### config.mk
export PLATFORM = sky130hd
export DESIGN_NAME = fvec_pair_source_flat
export DESIGN_NICKNAME = d
export VERILOG_FILES = /design/src/rtl/fvec_pair_source_if.sv /design/src/rtl/fvec_pair_source.sv /design/src/flat_wrapper.sv
export SDC_FILE = /design/constraint.sdc
export NUM_CORES = 1
export LEC_CHECK = 0
export CORE_ASPECT_RATIO = 0.8
export CORE_MARGIN = 1.5
export CORE_UTILIZATION = 60
export CTS_CLUSTER_DIAMETER = 30
export DETAILED_ROUTE_END_ITERATION = 10
export PLACE_DENSITY = 0.95
export SYNTH_ARGS = -nofsm -noshare
export SYNTH_HDL_FRONTEND = slang
export SYNTH_SLANG_ARGS = --single-unit
### constraint.sdc
create_clock -name clk -period 7.1 [get_ports clk]
set_input_delay 1.065 -clock clk [delete_from_list [all_inputs] [get_ports clk]]
set_output_delay 1.065 -clock clk [all_outputs]
set_load 0.02 [all_outputs]
### src/rtl/fvec_pair_source_if.sv
// One operand stream channel: a PARALLELISM-wide beat with valid/ready/tlast.
// The producer uses the master modport and the consuming adder uses the slave modport.
interface fvec_pair_source_if #(
  parameter int WIDTH = 96
);
  logic [WIDTH-1:0] data;
  logic             valid;
  logic             ready;
  logic             tlast;

  modport master (output data, output valid, output tlast, input ready);
  modport slave  (input data, input valid, input tlast, output ready);
endinterface

### src/rtl/fvec_pair_source.sv
// Operand producer for the vector FP adder: streams num_beats words from memories A and B
// as two aligned valid/ready/tlast channels, with credit-based issue into per-channel FIFOs.
module fvec_pair_source #(
  parameter int PARALLELISM = 3,
  parameter int BIT_SIZE    = 32,
  parameter int ADDR_WIDTH  = 16,
  parameter int LEN_WIDTH   = 16,
  parameter int MEM_LATENCY = 1,
  parameter int FIFO_DEPTH  = 4
) (
  input  logic                            clk,
  input  logic                            rst_n,
  input  logic                            start,
  input  logic [ADDR_WIDTH-1:0]           base_a,
  input  logic [ADDR_WIDTH-1:0]           base_b,
  input  logic [LEN_WIDTH-1:0]            num_beats,
  output logic                            busy,
  output logic                            done,
  output logic                            rd_en_a,
  output logic [ADDR_WIDTH-1:0]           rd_addr_a,
  input  logic [BIT_SIZE*PARALLELISM-1:0] rd_data_a,
  output logic                            rd_en_b,
  output logic [ADDR_WIDTH-1:0]           rd_addr_b,
  input  logic [BIT_SIZE*PARALLELISM-1:0] rd_data_b,
  fvec_pair_source_if.master              a,
  fvec_pair_source_if.master              b
);

  localparam int W  = BIT_SIZE * PARALLELISM;
  localparam int PW = (FIFO_DEPTH > 1) ? $clog2(FIFO_DEPTH) : 1;
  localparam int CW = PW + 1;
  localparam logic [LEN_WIDTH-1:0] LEN_ONE = 1;

  typedef enum logic [1:0] {S_IDLE, S_RUN, S_DRAIN, S_DONE} state_t;

  state_t                 state_q, state_d;
  logic [ADDR_WIDTH-1:0]  base_a_q, base_a_d, base_b_q, base_b_d;
  logic [LEN_WIDTH-1:0]   num_q, num_d, issued_q, issued_d;
  logic [LEN_WIDTH-1:0]   hs_a_q, hs_a_d, hs_b_q, hs_b_d;
  logic [CW-1:0]          inflight_q, inflight_d;
  logic [MEM_LATENCY-1:0] vpipe_q, vpipe_d, lpipe_q, lpipe_d;

  logic [W:0]    fifo_q   [2][FIFO_DEPTH];
  logic [W:0]    fifo_d   [2][FIFO_DEPTH];
  logic [PW-1:0] wr_ptr_q [2];
  logic [PW-1:0] wr_ptr_d [2];
  logic [PW-1:0] rd_ptr_q [2];
  logic [PW-1:0] rd_ptr_d [2];
  logic [CW-1:0] cnt_q    [2];
  logic [CW-1:0] cnt_d    [2];

  logic          issue, arrive, credit_ok;
  logic [1:0]    pop, ready, not_empty;
  logic [W-1:0]  rd_data  [2];
  logic [W:0]    head     [2];

  assign rd_data[0] = rd_data_a;
  assign rd_data[1] = rd_data_b;
  assign ready      = {b.ready, a.ready};
  assign head[0]    = fifo_q[0][rd_ptr_q[0]];
  assign head[1]    = fifo_q[1][rd_ptr_q[1]];
  assign not_empty  = {(cnt_q[1] != '0), (cnt_q[0] != '0)};

  // Credits cover words already buffered plus words still in the memory pipe.
  always_comb begin
    credit_ok = 1'b1;
    for (int c = 0; c < 2; c++) begin
      if ((int'(cnt_q[c]) + int'(inflight_q)) >= FIFO_DEPTH) credit_ok = 1'b0;
    end
    issue  = (state_q == S_RUN) && (issued_q != num_q) && credit_ok;
    arrive = vpipe_q[MEM_LATENCY-1];
    pop    = not_empty & ready;
  end

  always_comb begin
    vpipe_d    = vpipe_q;
    lpipe_d    = lpipe_q;
    vpipe_d[0] = issue;
    lpipe_d[0] = issue && (issued_q == num_q - LEN_ONE);
    for (int i = 1; i < MEM_LATENCY; i++) begin
      vpipe_d[i] = vpipe_q[i-1];
      lpipe_d[i] = lpipe_q[i-1];
    end
    inflight_d = inflight_q + CW'(issue) - CW'(arrive);
    fifo_d     = fifo_q;
    for (int c = 0; c < 2; c++) begin
      wr_ptr_d[c] = wr_ptr_q[c];
      rd_ptr_d[c] = rd_ptr_q[c];
      cnt_d[c]    = cnt_q[c] + CW'(arrive) - CW'(pop[c]);
      if (arrive) begin
        fifo_d[c][wr_ptr_q[c]] = {lpipe_q[MEM_LATENCY-1], rd_data[c]};
        wr_ptr_d[c]            = wr_ptr_q[c] + PW'(1);
      end
      if (pop[c]) rd_ptr_d[c] = rd_ptr_q[c] + PW'(1);
    end
  end

  always_comb begin
    state_d  = state_q;
    base_a_d = base_a_q;
    base_b_d = base_b_q;
    num_d    = num_q;
    issued_d = issued_q + LEN_WIDTH'(issue);
    hs_a_d   = hs_a_q + LEN_WIDTH'(pop[0]);
    hs_b_d   = hs_b_q + LEN_WIDTH'(pop[1]);
    case (state_q)
      S_IDLE: begin
        if (start) begin
          base_a_d = base_a;
          base_b_d = base_b;
          num_d    = num_beats;
          issued_d = '0;
          hs_a_d   = '0;
          hs_b_d   = '0;
          state_d  = (num_beats == '0) ? S_DONE : S_RUN;
        end
      end
      S_RUN:   if (issued_q == num_q) state_d = S_DRAIN;
      S_DRAIN: if ((hs_a_q == num_q) && (hs_b_q == num_q)) state_d = S_DONE;
      S_DONE:  state_d = S_IDLE;
      default: state_d = S_IDLE;
    endcase
  end

  always_ff @(posedge clk or negedge rst_n) begin
    if (!rst_n) begin
      state_q    <= S_IDLE;
      base_a_q   <= '0;
      base_b_q   <= '0;
      num_q      <= '0;
      issued_q   <= '0;
      hs_a_q     <= '0;
      hs_b_q     <= '0;
      inflight_q <= '0;
      vpipe_q    <= '0;
      lpipe_q    <= '0;
      for (int c = 0; c < 2; c++) begin
        wr_ptr_q[c] <= '0;
        rd_ptr_q[c] <= '0;
        cnt_q[c]    <= '0;
      end
    end else begin
      state_q    <= state_d;
      base_a_q   <= base_a_d;
      base_b_q   <= base_b_d;
      num_q      <= num_d;
      issued_q   <= issued_d;
      hs_a_q     <= hs_a_d;
      hs_b_q     <= hs_b_d;
      inflight_q <= inflight_d;
      vpipe_q    <= vpipe_d;
      lpipe_q    <= lpipe_d;
      wr_ptr_q   <= wr_ptr_d;
      rd_ptr_q   <= rd_ptr_d;
      cnt_q      <= cnt_d;
    end
  end

  // Storage needs no reset: outputs are gated by the FIFO counts, which are reset.
  always_ff @(posedge clk) begin
    fifo_q <= fifo_d;
  end

  assign busy      = (state_q == S_RUN) || (state_q == S_DRAIN);
  assign done      = (state_q == S_DONE);
  assign rd_en_a   = issue;
  assign rd_en_b   = issue;
  assign rd_addr_a = (state_q == S_RUN) ? base_a_q + ADDR_WIDTH'(issued_q) : '0;
  assign rd_addr_b = (state_q == S_RUN) ? base_b_q + ADDR_WIDTH'(issued_q) : '0;
  assign a.valid   = not_empty[0];
  assign a.data    = not_empty[0] ? head[0][W-1:0] : '0;
  assign a.tlast   = not_empty[0] && head[0][W];
  assign b.valid   = not_empty[1];
  assign b.data    = not_empty[1] ? head[1][W-1:0] : '0;
  assign b.tlast   = not_empty[1] && head[1][W];

endmodule
### src/flat_wrapper.sv
// flat-port wrapper written by rule: the top's interface ports become plain ports
module fvec_pair_source_flat 
#(
  parameter int PARALLELISM = 3,
  parameter int BIT_SIZE    = 32,
  parameter int ADDR_WIDTH  = 16,
  parameter int LEN_WIDTH   = 16,
  parameter int MEM_LATENCY = 1,
  parameter int FIFO_DEPTH  = 4
)
  (clk, rst_n, start, base_a, base_b, num_beats, busy, done, rd_en_a, rd_addr_a, rd_data_a, rd_en_b, rd_addr_b, rd_data_b, a_data, a_valid, a_tlast, a_ready, b_data, b_valid, b_tlast, b_ready);
  fvec_pair_source_if a_i ();
  fvec_pair_source_if b_i ();
  input  logic clk;
  input  logic rst_n;
  input  logic start;
  input  logic [ADDR_WIDTH-1:0] base_a;
  input  logic [ADDR_WIDTH-1:0] base_b;
  input  logic [LEN_WIDTH-1:0] num_beats;
  output logic busy;
  output logic done;
  output logic rd_en_a;
  output logic [ADDR_WIDTH-1:0] rd_addr_a;
  input  logic [BIT_SIZE*PARALLELISM-1:0] rd_data_a;
  output logic rd_en_b;
  output logic [ADDR_WIDTH-1:0] rd_addr_b;
  input  logic [BIT_SIZE*PARALLELISM-1:0] rd_data_b;
  output wire logic [$bits(a_i.data)-1:0] a_data;
  output wire logic [$bits(a_i.valid)-1:0] a_valid;
  output wire logic [$bits(a_i.tlast)-1:0] a_tlast;
  input wire logic [$bits(a_i.ready)-1:0] a_ready;
  output wire logic [$bits(b_i.data)-1:0] b_data;
  output wire logic [$bits(b_i.valid)-1:0] b_valid;
  output wire logic [$bits(b_i.tlast)-1:0] b_tlast;
  input wire logic [$bits(b_i.ready)-1:0] b_ready;
  assign a_data = a_i.data;
  assign a_valid = a_i.valid;
  assign a_tlast = a_i.tlast;
  assign a_i.ready = a_ready;
  assign b_data = b_i.data;
  assign b_valid = b_i.valid;
  assign b_tlast = b_i.tlast;
  assign b_i.ready = b_ready;
  fvec_pair_source #(.PARALLELISM(PARALLELISM), .BIT_SIZE(BIT_SIZE), .ADDR_WIDTH(ADDR_WIDTH), .LEN_WIDTH(LEN_WIDTH), .MEM_LATENCY(MEM_LATENCY), .FIFO_DEPTH(FIFO_DEPTH)) u_core (.clk(clk), .rst_n(rst_n), .start(start), .base_a(base_a), .base_b(base_b), .num_beats(num_beats), .busy(busy), .done(done), .rd_en_a(rd_en_a), .rd_addr_a(rd_addr_a), .rd_data_a(rd_data_a), .rd_en_b(rd_en_b), .rd_addr_b(rd_addr_b), .rd_data_b(rd_data_b), .a(a_i), .b(b_i));
endmodule
; Word-level counts from Yosys, hierarchy flattened
; Index checks and enable logic that the tools add are counted.
[classes]
n_addsub = 18
n_lt_le_gt_ge = 8
eq_ne = 11
n_mux = 29
bitwise = 5
n_reduce_logical = 15
[ops]
columns = op, count
row1 = $bwmux W388, 2
row2 = $mux W97, 6
row3 = $bmux W97 S2, 2
row4 = $demux W97 S2, 2
row5 = $mux W96, 2
row6 = $mux W16, 8
row7 = $eq A16 B16 Y1, 4
row8 = $ge A32 B4 Y1 const B, 2
row9 = $add A16 B1 Y16, 3
row10 = $add A16 B16 Y16, 2
row11 = $logic_not A16 Y1, 1
row12 = $ne A16 B16 Y1, 1
row13 = $sub A16 B1 Y16 const B, 1
row14 = $ge A3 B3 Y1 const B, 4
row15 = $not A2 Y3, 4
row16 = $add A3 B1 Y3, 3
row17 = $sub A3 B1 Y3, 3
row18 = $add A2 B1 Y2 const B, 4
row19 = $add A3 B3 Y4, 2
row20 = $logic_and A1 B1 Y1, 8
row21 = $mux W2, 4
row22 = $pmux W2 S4, 1
row23 = $lt A3 B1 Y1 const B, 2
row24 = $reduce_bool A3 Y1, 2
row25 = 10 further kinds, 13
[totals]
ff_bits = 893

; Longest topological paths before layout
; Gate-level depths: netlist of the first run.
[depth]
ltp_word = 8
mapped_depth = 14
ltp_nobuf = 13

; Least setup slack after synthesis of the first run
; OpenSTA, ideal clock, no wires.
[synth_path]
path_kind = reg-to-output
from = register u_core.issued_q[0]
to = output port rd_addr_b[14]
arrival_time_ns = 2.420
required_time_ns = 6.035
path_slack_ns = 3.615
stages_incl_launch_ff = 10
path_buffers = 0
cell_sequence = dfrtp_1 > ha_1 > fa_1 > a21o_1 > a21oi_1 > nand2b_1 > a21oi_1 > a221oi_1 > o21ai_1 > mux2i_1
[synth_between]
elab_chain_len = 2
[synth_rtl]
columns = element, line_no
row1 = start: declaration, fvec_pair_source.sv:38  ; logic [LEN_WIDTH-1:0] num_q, num_d, issued_q, issued_d;
row2 = start signal: assignment, fvec_pair_source.sv:147  ; issued_q <= issued_d;
row3 = $add A16 B16 Y16, fvec_pair_source.sv:169  ; assign rd_addr_b = (state_q == S_RUN) ? base_b_q + ADDR_WIDTH'(issued_q) : '0;
row4 = $mux W16, fvec_pair_source.sv:169
row5 = end: declaration, flat_wrapper.sv:26  ; output logic [ADDR_WIDTH-1:0] rd_addr_b;
; Every way passes these cells.

; Worst setup path in the final report of the first run
[layout_path]
from = register u_core.issued_q[0]
to = output port rd_addr_a[14]
[layout_between]
elab_chain_len = 2
[layout_rtl]
columns = element, line_no
row1 = $add A16 B16 Y16, fvec_pair_source.sv:168  ; assign rd_addr_a = (state_q == S_RUN) ? base_a_q + ADDR_WIDTH'(issued_q) : '0;
row2 = $mux W16, fvec_pair_source.sv:168
row3 = end: declaration, flat_wrapper.sv:23  ; output logic [ADDR_WIDTH-1:0] rd_addr_a;
; Every way passes these cells.

==> results.json, run 1 <==
{
  "io_pins": 477,
  "ys_seq_elements": 893,
  "dp_hpwl_mm": 55.7,
  "cts-root-buf": "clkbuf_16",
  "p_clk_share_pct": 37.1,
  "die_area_um2": 62800,
  "cts_resized": 0,
  "cp-end-kind": "primary output",
  "gp_congestion": 0.923,
  "synthDistinctLibCells": 56,
  "crit_top_cell": "o21ai_0",
  "die_x_um": 280,
  "use_met2_pct": 52.5,
  "rsz0062_at_grt": "false",
  "seq_power_share_pct": 32.8,
  "max_slew_margin_pct": 30.6,
  "cp.arrival_ns": 3.69,
  "netlist_area_um2": 36800,
  "preCtsSetupSlack_ns": 3.03,
  "drc": 0,
  "nNetsFinal": 2951,
  "grt_max_degree": 100,
  "postRouteWirelength_mm": 96.7,
  "post-route-min-period_ns": 4.76,
  "p_per_area_nw_per_um2": 387,
  "setup-tns-final_ns": 0,
  "area_growth_pct": 27.6,
  "drtIter0Drc": 2104,
  "finClkSkew_ns": 0.0379,
  "synth_edf_count": 776,
  "firstDrtPassIters": 5,
  "initial_core_util_pct": 61.2,
  "synth-async-reset-ratio_pct": 13.1,
  "cts.path.max_buffers": 3,
  "cts_buffers": 132,
  "status": "completed",
  "p_switching_mw": 5.37,
  "yosysSeqAreaShare_pct": 71.3,
  "critPathSlowestCell": "clkdlybuf4s50_1",
  "vdd_ir_drop_max_uv": 447,
  "ant_nets": 0,
  "numClockSinks": 893,
  "r2r_cells": 10,
  "cp-start-kind": "flop",
  "required_ns": 6.03,
  "gr-usage-all-layers_pct": 31.2,
  "syn_area_per_cell_um2": 17.4,
  "synth-main-ff-cell": "edfxtp_1",
  "max_stage_delay_ns": 0.63,
  "internal_power_mw": 12.8,
  "postCtsSetupRepairBufs": 0,
  "met3_usage_pct": 9.68,
  "worstPathMaxFanout": 4,
  "vias": 21800,
  "worstPathCellList": "ha_1, fa_1, a21o_1, a21oi_1, o21ai_0, a31oi_1, o21ai_0, xnor2_1, nor2_1, clkdlybuf4s50_1",
  "layout_common_cells": "edfxtp_1 (776), clkdlybuf4s50_1 (475), and2_1 (206), mux4_2 (194), nand2_1 (182)",
  "h-tree-depth": 4,
  "antenna_found_initial": 17,
  "synth_nets": 2427,
  "p_leak_nw": 16.6,
  "synth_warnings": 0,
  "grt-ovfl-total": 0,
  "fp-row-count": 80,
  "clkTransAtPathRegs_ns": 0.05,
  "fmax_mhz": 210,
  "drive_gt1_share_pct": 16.4,
  "coreArea_um2": 60100,
  "hold_class": "primary input to async pin",
  "cts_hold_repair.buffers": 0,
  "die_y_um": 224,
  "tritoncts": "done",
  "grt_pass1_wl_mm": 144,
  "swShare_pct": 29.5,
  "period_share_pct": 67.0,
  "timing.final.ws_setup_ns": 2.34,
  "finalSetupViolations": 0,
  "drv_slew": 0,
  "routedWlPerCell_um": 27.3,
  "finalHoldViolations": 0,
  "synth_cells": 2117,
  "met1_usage_pct": 38.6,
  "viasPerCell": 6.17,
  "clk-insertion-delay-late_ns": 0.70,
  "comb_power_share_pct": 30.0,
  "grt_pass1_vias": 22800,
  "worst_pin_slew_ns": 1.04,
  "io_buffer_count": 476,
  "worstSetupPathType": "flop to primary output",
  "final_common_cell": "edfxtp_1",
  "drv_cap": 0,
  "grt.busiest_layer": "met2"
}
==> per-layer routing <==
metal  vias to the layer above  share of wire, %
li1                       9175                 -
met1                     11200                36
met2                      1205                51
met3                       241               9.5
met4                        24               3.1
met5                         -              0.17
==> synth_stat cells, drive strengths merged (2+ instances only) <==
cell type    n  area [µm²]
buf         33         170
mux4       194        4370
dfrtp      117        2930
o21a         2        15.0
a31oi        3        18.8
nand3       28         145
nor4        11        83.8
and2       215        1350
and3        21         133
xor2        57         499
o22ai        7        43.8
o21bai       4        30.0
or2          3        18.8
a21oi       32         160
o31ai        2        15.0
mux2i        8        80.1
a21o        15         113
nor3        18        90.1
nand2b       6        37.5
and4         2        17.5
nor2        86         323
nand4       14        87.6
edfxtp     776       23300
ha          60         751
fa           5         100
clkbuf      70         265
o211ai       3        22.5
o41ai        2        17.5
nand2      182         683
a221oi       4        35.0
o21ai       35         175
or3         13        81.3
xnor2       42         368
inv         32         120
or4          2        15.0
==> power by group through the flow <==
stage / sequential [mW] / combinational (mW) / clock, mW
after floorplan: 5.93 / 3.17 / 0
after global placement: 6.06 / 5.23 / 0
after detailed placement: 6.06 / 5.33 / 0
after CTS: 5.96 / 5.50 / 6.82
after global routing: 5.98 / 5.70 / 7.03
final: 5.97 / 5.45 / 6.75
==> kinds of logic after synthesis <==
kind of cell	after synthesis	synth area share, %
mux	203	12.1
fa+ha+maj	65	2.31
compound gates	117	1.95
simple gates	604	8.39
flops	893	71.3
buf+inv	136	1.52
xor+xnor	99	2.36
==> sequential cells by signal (all words and copies together), names as in the netlist <==
register	cells
u_core.arrive	1
u_core.base_b_q	16
u_core.inflight_q	3
u_core.cnt_q	6
u_core.fifo_q	776
u_core.lpipe_q	1
u_core.hs_b_q	16
u_core.num_q	16
u_core.issued_q	16
u_core.rd_ptr_q	4
u_core.wr_ptr_q	4
u_core.hs_a_q	16
u_core.base_a_q	16
u_core.state_q	2
==> critical path, delay by kind of cell, from the launching register on <==
kind	cells	cell delay, ns
AO/OA/AOI/OAI	5	1.05
adder cells (fa/ha/maj)	2	0.68
AND/OR/NAND/NOR	1	0.09
buffers and inverters	1	0.63
flip-flops	1	0.43
XOR/XNOR	1	0.14
==> through the flow <==
stage	instance area [µm²]	cells	hold slack, ns	power, mW	util, %
floorplan	36800	2117	0.450	9.10	-
global placement	42300	3286	0.468	11.3	70.4
detailed placement	42300	3286	0.470	11.4	70.4
CTS	46900	3527	0.482	18.3	78.1
global route	46900	3530	0.513	18.7	78.1
finish	46900	3536	0.480	18.2	78.1
==> final cells by class <==
class	count	area, µm²
well taps	779	975
inverters	33	124
fillers	2987	13200
multi-input cells	1088	10000
clock inverters	85	1100
clock buffers	156	3520
flip-flops and latches	893	26200
diodes	9	22.5
repair buffers	493	4910
==> final timing paths <==
kind                               startpoint                  to  slack [ns]
min in group clk           u_core.base_b_q[8]  u_core.base_b_q[8]        0.48
setup reg to reg              u_core.cnt_q[4]   u_core.hs_a_q[10]        3.29
hold / removal                          rst_n   u_core.state_q[1]        0.48
max in group asynchronous               rst_n  u_core.rd_ptr_q[0]        5.25
setup / recovery           u_core.issued_q[0]       rd_addr_a[14]        2.34
hold reg to reg            u_core.base_b_q[8]  u_core.base_b_q[8]        0.48
Note: power is estimated with default switching activity, not from simulation.
==> run 2: changes to the inputs <==
Settings changed: CORE_UTILIZATION 60 to 50, PLACE_DENSITY 0.95 to 0.88.
Clock period 7.1 ns to 4.07 ns, I/O delays scaled along.
==> run 2 against run 1 <==
  * Utilization decreased by 12 points
  * Non-clock buffer count increased by 23
  * Die area increased by 20%
  * Count of clock-buffer cells in the layout decreased by 10
  * Combinational power increased by 75%
  * Sequential power increased by 76%
  * Worst setup slack got worse by 2.2 ns
  * Sequential share of layout area decreased by 0.87 points
  * Critical endpoint is now rd_addr_b[12]
==> results.json, run 2 (same netlist as run 1, synthesis figures left out) <==
{
  "status": "completed",
  "max_slew_margin_pct": 31.8,
  "grt_pass1_vias": 23300,
  "vdd_ir_drop_max_uv": 637,
  "antenna_found_initial": 11,
  "tritoncts": "done",
  "cp-end-kind": "primary output",
  "postRouteWirelength_mm": 96.0,
  "hold_class": "primary input to async pin",
  "grt_max_degree": 77,
  "clk-insertion-delay-late_ns": 0.73,
  "worstPathMaxFanout": 4,
  "finClkSkew_ns": 0.0368,
  "cp.arrival_ns": 3.32,
  "cp_top_family": "compound AO/OA/AOI/OAI gates",
  "drive_gt1_share_pct": 18.2,
  "vias": 21800,
  "cp-start-kind": "flop",
  "fp-row-count": 88,
  "viasPerCell": 5.84,
  "regMostFlops": "u_core.fifo_q",
  "drc": 0,
  "dp_cells": 3474,
  "ant_nets": 0,
  "required_ns": 3.46,
  "die_area_um2": 75200,
  "crit_buf_inv": 1,
  "cts.path.max_buffers": 3,
  "cts-root-buf": "clkbuf_16",
  "worstSetupPathType": "flop to primary output",
  "coreArea_um2": 72400,
  "initial_core_util_pct": 50.8,
  "critPathSlowestCell": "dfrtp_2",
  "finalSetupViolations": 0,
  "timing.final.ws_setup_ns": 0.144,
  "final_common_cell": "edfxtp_1",
  "h-tree-depth": 4,
  "clkTransAtPathRegs_ns": 0.05,
  "cts_buffers": 135,
  "p_per_area_nw_per_um2": 672,
  "io_pins": 477,
  "nFillCells": 4535,
  "gr-usage-all-layers_pct": 25.7,
  "firstDrtPassIters": 7,
  "drv_cap": 0,
  "nNetsFinal": 2977,
  "preCtsSetupSlack_ns": 0.348,
  "fmax_mhz": 255,
  "routedWlPerCell_um": 25.7,
  "gp_congestion": 0.898,
  "die_x_um": 306,
  "io_buffer_count": 476,
  "drv_slew": 0,
  "largest_reg_flops": 776,
  "die_y_um": 246,
  "cts_hold_repair.buffers": 0,
  "r2r_start": "u_core.issued_q[1]",
  "worst_pin_slew_ns": 1.02,
  "area_growth_pct": 29.6,
  "final_util_pct": 65.8,
  "max_stage_delay_ns": 0.44,
  "numClockSinks": 893,
  "finalHoldViolations": 0,
  "grt_pass1_wl_mm": 144,
  "multiInputGateArea_um2": 10000,
  "drtIter0Drc": 1969,
  "final_area_um2": 47600,
  "worstPathCellList": "ha_1, fa_2, a21o_1, a21oi_2, nand2b_1, a21oi_1, a221oi_2, xor2_1, nor2_1, dlygate4sd2_1",
  "rsz0062_at_grt": "false",
  "post-route-min-period_ns": 3.93,
  "period_share_pct": 96.5,
  "p_leak_nw": 16.9,
  "critPathLaunch": "u_core.issued_q[0]",
  "post_layout_nonfiller_instances": 3732,
  "grt-ovfl-total": 0,
  "regArea_um2": 26200,
  "dpl-instance-area_um2": 42800,
  "dp_hpwl_mm": 56.3,
  "setup-tns-final_ns": 0,
  "layout_common_cells": "edfxtp_1 (776), clkdlybuf4s50_1 (461), and2_1 (206), mux4_2 (194), nand2_1 (181)"
}
-- run 2: changes by cell type in the layout (fill, tap and decap cells not counted), sizes merged --
cell           previous run  this run
buf                      18        41
bufinv                   20        15
clkbuf                  156       149
clkdlybuf4s50           475       461
clkinv                   44        43
clkinvlp                 11        22
diode                     9         7
dlygate4sd2               0         8
dlymetal6s2s              0         3
inv                      43        57
-- run 2: report_power, final --
| part | switching, mW | total, mW | internal, mW |
|---|---|---|---|
| logic | 4.70 | 9.56 | 4.85 |
| clock network | 4.58 | 11.9 | 7.37 |
| registers | 0.436 | 10.5 | 10.1 |
| total | 9.72 | 32.0 | 22.3 |
-- run 2: layout make-up --
class                      count  area share, %
timing repair buffer         516           11.1
sequential                   893           55.1
multi-input combinational   1088           21.1
antenna                        7         0.0368
inverter                      33          0.260
clock buffer                 146           7.35
clock inverter               104           2.62
tap                          945           2.48
-- run 2: timing repair --
item | CTS | global route
pin swaps | 3 | 5
hold endpoints to repair | 0 | 0
gates resized for setup | 18 | 12
buffers inserted | 1 | 0
setup endpoints to repair | 13 | 12
-- run 2: stage by stage --
step | power [mW] | hold slack, ns
after floorplan | 15.9 | 0.315
after global placement | 20.0 | 0.466
after detailed placement | 20.1 | 0.469
after CTS | 32.3 | 0.0406
after global routing | 33.0 | 0.102
final | 32.0 | 0.0390
-- run 2: path summary, 6_finish.rpt --
path                       cells after the start  slack, ns                  end
min in group clk                               3       0.43  u_core.base_a_q[12]
min                                            1       0.04  u_core.base_a_q[13]
max reg2reg                                   14       0.94   u_core.issued_q[8]
max in group asynchronous                      2       3.20   u_core.issued_q[0]
min reg2reg                                    2       0.48   u_core.base_b_q[7]
max                                           10       0.14        rd_addr_b[12]
-- run 2: routing by layer --
metal | global-route usage (%) | wire [µm] | vias to the layer above | part of all wire (%)
li1 | - | - | 9261 | -
met1 | 31.6 | 35600 | 11100 | 37
met2 | 42.7 | 48300 | 1172 | 50
met3 | 7.52 | 8560 | 265 | 8.9
met4 | 10.9 | 3510 | 14 | 3.7
met5 | 0 | 93 | - | 0.097
==> run 3: changes to the inputs <==
Settings changed: SLEW_MARGIN set to 0.
==> results of run 3 <==
Same layout as run 2: the final DEF is identical, and so are final timing and power.
